### src/rtl/audio_level_meter.sv
// Windowed mean-|x| level and decaying peak envelope for the PCM stream, on a valid/ready result port.
// Optional DC-blocking front end enabled by AUDIO_LEVEL_DC_BLOCK_EN (off by default).
module audio_level_meter #(
    parameter int SAMPLE_DEPTH = 16,
    parameter int WINDOW_LOG2  = 8,
    parameter int DECAY_SHIFT  = 4,
    parameter int DC_SHIFT     = 10
) (
    input  logic                      clk,
    input  logic                      rst,
    input  logic [SAMPLE_DEPTH-1:0]   sample_in,
    input  logic                      sample_strobe,
    output logic [SAMPLE_DEPTH-2:0]   avg_level,
    output logic [SAMPLE_DEPTH-2:0]   envelope,
    output logic                      out_valid,
    input  logic                      out_ready,
    output logic                      overrun,
    input  logic                      clear_overrun
);
    localparam int LW = SAMPLE_DEPTH - 1;
    localparam int AW = LW + WINDOW_LOG2;
    localparam logic [SAMPLE_DEPTH-1:0] SMIN = {1'b1, {(SAMPLE_DEPTH-1){1'b0}}};
    localparam logic [SAMPLE_DEPTH-1:0] SMAX = {1'b0, {(SAMPLE_DEPTH-1){1'b1}}};

    typedef enum logic {EMPTY = 1'b0, FULL = 1'b1} state_t;

    logic [SAMPLE_DEPTH-1:0] x_corr;

`ifdef AUDIO_LEVEL_DC_BLOCK_EN
    localparam int DW = SAMPLE_DEPTH + DC_SHIFT;
    logic signed [DW-1:0]         dc;
    logic signed [DW:0]           x_wide;
    logic signed [DW:0]           dc_wide;
    logic signed [DW:0]           dc_err;
    logic signed [DW:0]           dc_step;
    logic [SAMPLE_DEPTH-1:0]      dc_est;
    logic [SAMPLE_DEPTH:0]        x_diff;

    // Correction uses the estimate from before this sample's update, so no extra latency.
    always_comb begin
        x_wide  = {{(DC_SHIFT+1){sample_in[SAMPLE_DEPTH-1]}}, sample_in};
        dc_wide = {dc[DW-1], dc};
        dc_err  = (x_wide <<< DC_SHIFT) - dc_wide;
        dc_step = dc_err >>> DC_SHIFT;
        dc_est  = dc[DW-1:DC_SHIFT];
        x_diff  = {sample_in[SAMPLE_DEPTH-1], sample_in} - {dc_est[SAMPLE_DEPTH-1], dc_est};
        if (x_diff[SAMPLE_DEPTH] != x_diff[SAMPLE_DEPTH-1])
            x_corr = x_diff[SAMPLE_DEPTH] ? SMIN : SMAX;
        else
            x_corr = x_diff[SAMPLE_DEPTH-1:0];
    end

    always_ff @(posedge clk) begin
        if (rst)
            dc <= '0;
        else if (sample_strobe)
            dc <= dc + dc_step[DW-1:0];
    end
`else
    assign x_corr = sample_in;
`endif

    logic [SAMPLE_DEPTH-1:0] x_neg;
    logic [LW-1:0]           a_next;
    logic [LW-1:0]           a_reg;
    logic                    a_valid;

    // The most negative code has no positive twin and saturates to full scale.
    always_comb begin
        x_neg = -x_corr;
        if (x_corr == SMIN)
            a_next = SMAX[LW-1:0];
        else if (x_corr[SAMPLE_DEPTH-1])
            a_next = x_neg[LW-1:0];
        else
            a_next = x_corr[LW-1:0];
    end

    always_ff @(posedge clk) begin
        if (rst) begin
            a_reg   <= '0;
            a_valid <= 1'b0;
        end else begin
            a_valid <= sample_strobe;
            if (sample_strobe)
                a_reg <= a_next;
        end
    end

    logic [AW-1:0]          acc;
    logic [AW-1:0]          acc_sum;
    logic [AW-1:0]          acc_avg;
    logic [LW-1:0]          wpeak;
    logic [LW-1:0]          wpeak_max;
    logic [LW-1:0]          env_next;
    logic [WINDOW_LOG2-1:0] cnt;
    logic                   win_end;

    always_comb begin
        acc_sum   = acc + {{WINDOW_LOG2{1'b0}}, a_reg};
        acc_avg   = acc_sum >> WINDOW_LOG2;
        wpeak_max = (a_reg > wpeak) ? a_reg : wpeak;
        env_next  = envelope - (envelope >> DECAY_SHIFT);
        win_end   = a_valid && (cnt == {WINDOW_LOG2{1'b1}});
    end

    always_ff @(posedge clk) begin
        if (rst) begin
            acc       <= '0;
            wpeak     <= '0;
            cnt       <= '0;
            avg_level <= '0;
            envelope  <= '0;
        end else if (a_valid) begin
            cnt <= cnt + 1'b1;
            if (win_end) begin
                acc       <= '0;
                wpeak     <= '0;
                avg_level <= acc_avg[LW-1:0];
                envelope  <= (wpeak_max > env_next) ? wpeak_max : env_next;
            end else begin
                acc   <= acc_sum;
                wpeak <= wpeak_max;
            end
        end
    end

    state_t state_q, state_d;
    logic   overrun_set;

    always_comb begin
        state_d     = state_q;
        overrun_set = 1'b0;
        case (state_q)
            EMPTY: if (win_end) state_d = FULL;
            FULL: begin
                if (win_end)
                    overrun_set = !out_ready;
                else if (out_ready)
                    state_d = EMPTY;
            end
            default: state_d = EMPTY;
        endcase
    end

    always_ff @(posedge clk) begin
        if (rst) begin
            state_q <= EMPTY;
            overrun <= 1'b0;
        end else begin
            state_q <= state_d;
            if (overrun_set)
                overrun <= 1'b1;
            else if (clear_overrun)
                overrun <= 1'b0;
        end
    end

    assign out_valid = (state_q == FULL);
endmodule

### config.mk
export PLATFORM = sky130hd
export DESIGN_NAME = audio_level_meter
export DESIGN_NICKNAME = d
export VERILOG_FILES = /design/src/rtl/audio_level_meter.sv
export SDC_FILE = /design/constraint.sdc
export NUM_CORES = 1
export LEC_CHECK = 0
export ABC_AREA = 1
export CAP_MARGIN = 25
export CORE_ASPECT_RATIO = 0.6
export CORE_MARGIN = 5
export CORE_UTILIZATION = 60
export CTS_CLUSTER_DIAMETER = 200
export DETAILED_ROUTE_END_ITERATION = 12
export PLACE_DENSITY = 0.82
export SLEW_MARGIN = 20
export SYNTH_ARGS = -nofsm -noshare
export SYNTH_HDL_FRONTEND = slang
export SYNTH_SLANG_ARGS = --single-unit
### constraint.sdc
create_clock -name clk -period 3.45 [get_ports clk]
set_input_delay 0.5175 -clock clk [delete_from_list [all_inputs] [get_ports clk]]
set_output_delay 0.5175 -clock clk [all_outputs]
set_load 0.01 [all_outputs]
==> run_results.csv, run 1 <==
group,metric,value,unit
status,status,"complete, no violations",
pwr,total_power,2912,uW
timing,finalCritPeriodShare,94.42,%
routing,vias,6913,
grt,grt_overflow,0,
pwr,p_sw,1005,uW
routing,avgRoutedWirePerCell,14.77,um
timing,hold_ws,0.4676,ns
final_layout,largest_reg_flops,23,
routing,drc,0,
placed_design,post_dp_cell_area,7453,um^2
final_layout,fin_area,7874,um^2
pwr,seqPwrFrac,39.3,%
cts,cts_htree_levels,3,
yosys,synth_area,6755,um^2
timing,period_minus_slack,3.258,ns
timing,fmax,307.0,MHz
routing,vias_per_cell,5.487,
timing,setup_tns,0,ns
setup_path,crit_buf_inv,5,
timing,report.final.slew_viol_count,0,
floorplanning,core_area,11150,um^2
timing,finalHoldViolCount,0,
setup_path,cp_max_fo,6,
floorplanning,die_area,13550,um^2
cts,insertion_delay,0.36,ns
placed_design,port_buffers,52,
pwr,p_comb_share,25.9,%
hold_path,hold_start,"wpeak[9]",
cts,cts_tree,"done",
cts,cts_root_buf,"clkbuf_16",
timing,relSlewSlack,57.53,%
final_layout,nets,1192,
grt,grt_start_max_net_pins,56,
setup_path,path_delay_family,"simple AND/OR/NAND/NOR gates",
setup_path,crit_type,"flop to flop",
cts,cts_buffers,9,
hold_path,hold_path.class,"flop to flop",
setup_path,worstPathArrival,3.47,ns
placed_design,routabilityCongestion,0.9622,
floorplanning,start_util,60.59,%
grt,grt_pass1_vias,6074,
floorplanning,num_rows,30,
routing,drtIter0Drc,731,
yosys,ys_seq_elements,94,
routing,ant_nets,0,
setup_path,path_cells,"inv_1 > ha_1 > nand2_1 > inv_1 > nand3_2 > nor2_4 > nand2_1 > nand2_2 > buf_6 > nand3b_1 > and2_1 > ha_1 > nand2_1 > inv_1 > nand2_1 > nand2_1 > a21oi_1 > nand2_2 > nand2_4 > buf_4 > a21oi_1 > nand2_1 > a21oi_1",
pwr,power.internal,1908,uW
setup_path,r2r_start,"wpeak[14]",
yosys,yosysUniqueCellTypes,40,
yosys,synth_cells,1052,
placed_design,pre_cts_slack,-0.01501,ns
timing,fin_worst_skew,0.01012,ns
hold_path,holdPathStages,2,
timing,tightest_slew,0.6361,ns
final_layout,diodes,0,
grt,grt_use_total,27.37,%
setup_path,reg2reg_slack,0.19,ns
cts,ctsHoldBuffers,0,
setup_path,cp_slowest_cell,"dfxtp_2",
setup_path,r2r_end,"envelope[14]",
grt,grt_pass1_wl,30.28,mm
final_layout,layout-drive-gt1-share,8.244,%
yosys,yosysWarnings,0,
setup_path,r2r.worst_path.cells,23,
grt,antenna_found_initial,0,
cts,max-clock-path-buffers,2,
final_layout,area_growth_syn_to_layout,16.56,%
pwr,power.density,369.9,nW/um^2
yosys,syn_nets,1133,
setup_path,crit_top_cell,"nand2_1",
cts,clkSinkCount,94,
run,maxCapViolCount,0,
placed_design,dp_hpwl,13.95,mm
pwr,swShare,34.50,%
floorplanning,die_height,92.19,um
hold_path,holdPathEnd,"wpeak[9]",
pwr,vdd_drop_max,281.0,uV
routing,totalWireLength,18.61,mm
setup_path,crit_start,"wpeak[14]",
pwr,clockPowerShare,34.8,%
cts,path_clk_slew,0.07,ns
setup_path,cp_slowest_stage_delay,0.34,ns
setup_path,cp-start-kind,"flop",
timing,setup_ws,0.1923,ns
routing,first_pass_iters,5,
setup_path,critPathCaptureType,"flop",
yosys,yosysSeqAreaShare,27.86,%
final_layout,largest_register,"acc",
pwr,leakagePower,0.003682,uW
floorplanning,io_pins,53,
floorplanning,die_w,147.0,um
yosys,syn_avg_cell_area,6.421,um^2
timing,setup_viol,0,
setup_path,cp.required,3.66,ns
==> how the worst max path moves through the flow <==
stage / to / slack [ns] / cells after the start
3_5_place_dp: envelope[13] / -0.02 / 23
4_1_cts: envelope[11] / 0.03 / 23
6_report: envelope[14] / 0.19 / 23
3_3_place_gp: envelope[11] / 0.03 / 23
2_1_floorplan: envelope[13] / 0.54 / 25
5_1_grt: envelope[11] / -0.03 / 23
==> logic make-up (layout without fill, tap and decap cells) <==
kind of cell	after synthesis	in the layout	synth area share, %
adder cells (fa/ha/maj)	60	60	11.34
AO/OA/AOI/OAI	186	186	14.52
flip-flops	94	94	27.86
buffers and inverters	168	232	10.43
AND/OR/NAND/NOR	523	523	33.14
XOR/XNOR	21	21	2.723
==> per-stage QoR <==
step / instances / util (%)
4_1_cts: 1259 / 69.55
3_3_place_gp: 1243 / 66.86
3_5_place_dp: 1243 / 66.86
5_1_grt: 1260 / 70.63
2_1_floorplan: 1052 / -
6_report: 1260 / 70.63
==> power by group through the flow <==
stage                     Sequential [uW]  Clock [uW]  Combinational, uW
after global routing                 1150        1080                840
after detailed placement             1170           0                672
after floorplan                      1160           0                494
after global placement               1170           0                663
after CTS                            1140        1030                685
final                                1140        1010                755
==> cell usage in the layout, fill, tap and decap left out, drive strengths merged <==
cell           count
or2                1
a21oi            111
xor2              14
a21o               8
clkdlybuf4s50     51
nor4               3
nand3b            12
clkinvlp           1
o221ai             1
ha                58
o211ai             3
and2               4
nand3             61
o21bai             1
nor2              99
inv              142
xnor2              7
nor4b              1
clkbuf            10
dfxtp             94
buf               26
nand4             11
clkinv             2
o22ai              2
nor3               9
fa                 2
a31oi              5
nand2            322
o21ai             55
==> routing by layer <==
metal	routed length, um	track usage (%)
met1	9587	43.18
met2	7092	36.19
met3	1755	7.605
met4	176	5.581
met5	0	0
==> worst register-to-register path, delay by kind of cell (launching register included) <==
family                     cells  cell delay [ns]
and+or+nand+nor               13             1.34
buffers and inverters          5             0.48
adders and majority gates      2             0.59
AOI/OAI and AO/OA              3             0.34
DFF                            1             0.34
==> synthesized netlist by cell type (all sizes together) <==
| cell | n | area, um^2 |
|---|---|---|
| a21o | 8 | 60.06 |
| a21oi | 111 | 559.3 |
| a31oi | 5 | 31.28 |
| and2 | 4 | 25.02 |
| buf | 13 | 117.6 |
| clkbuf | 16 | 60.06 |
| clkinv | 2 | 12.51 |
| dfxtp | 94 | 1882 |
| fa | 2 | 40.04 |
| ha | 58 | 725.7 |
| inv | 137 | 514.3 |
| nand2 | 322 | 1256 |
| nand3 | 61 | 317.8 |
| nand3b | 12 | 90.09 |
| nand4 | 11 | 83.83 |
| nor2 | 99 | 386.6 |
| nor3 | 9 | 45.04 |
| nor4 | 3 | 18.77 |
| nor4b | 1 | 8.760 |
| o211ai | 3 | 22.52 |
| o21ai | 55 | 279.0 |
| o21bai | 1 | 7.510 |
| o221ai | 1 | 8.760 |
| o22ai | 2 | 12.51 |
| or2 | 1 | 6.260 |
| xnor2 | 7 | 61.31 |
| xor2 | 14 | 122.6 |
==> layout make-up <==
type,instances,area [um^2]
Inverter,139,534.3
Sequential cell,94,1889
Multi-Input combinational cell,790,4265
Fill cell,937,3274
Timing Repair Buffer,77,706.9
Tap cell,144,180.2
Clock inverter,6,58.81
Clock buffer,10,239.0
==> repair_timing <==
| action | 4_1_cts | 5_1_grt |
|---|---|---|
| setup endpoints to repair | 4 | 15 |
| resized for setup | 1 | 29 |
| pin swaps | 0 | 5 |
| setup buffers | 0 | 1 |
| hold endpoints to repair | 0 | 0 |
(Power assumes the default switching activity.)
==> run 2, diff against run 1 <==
Settings changed: GPL_TIMING_DRIVEN set to 1.
==> results of run 2 <==
Final layout, timing and power as in run 1 (identical DEF).
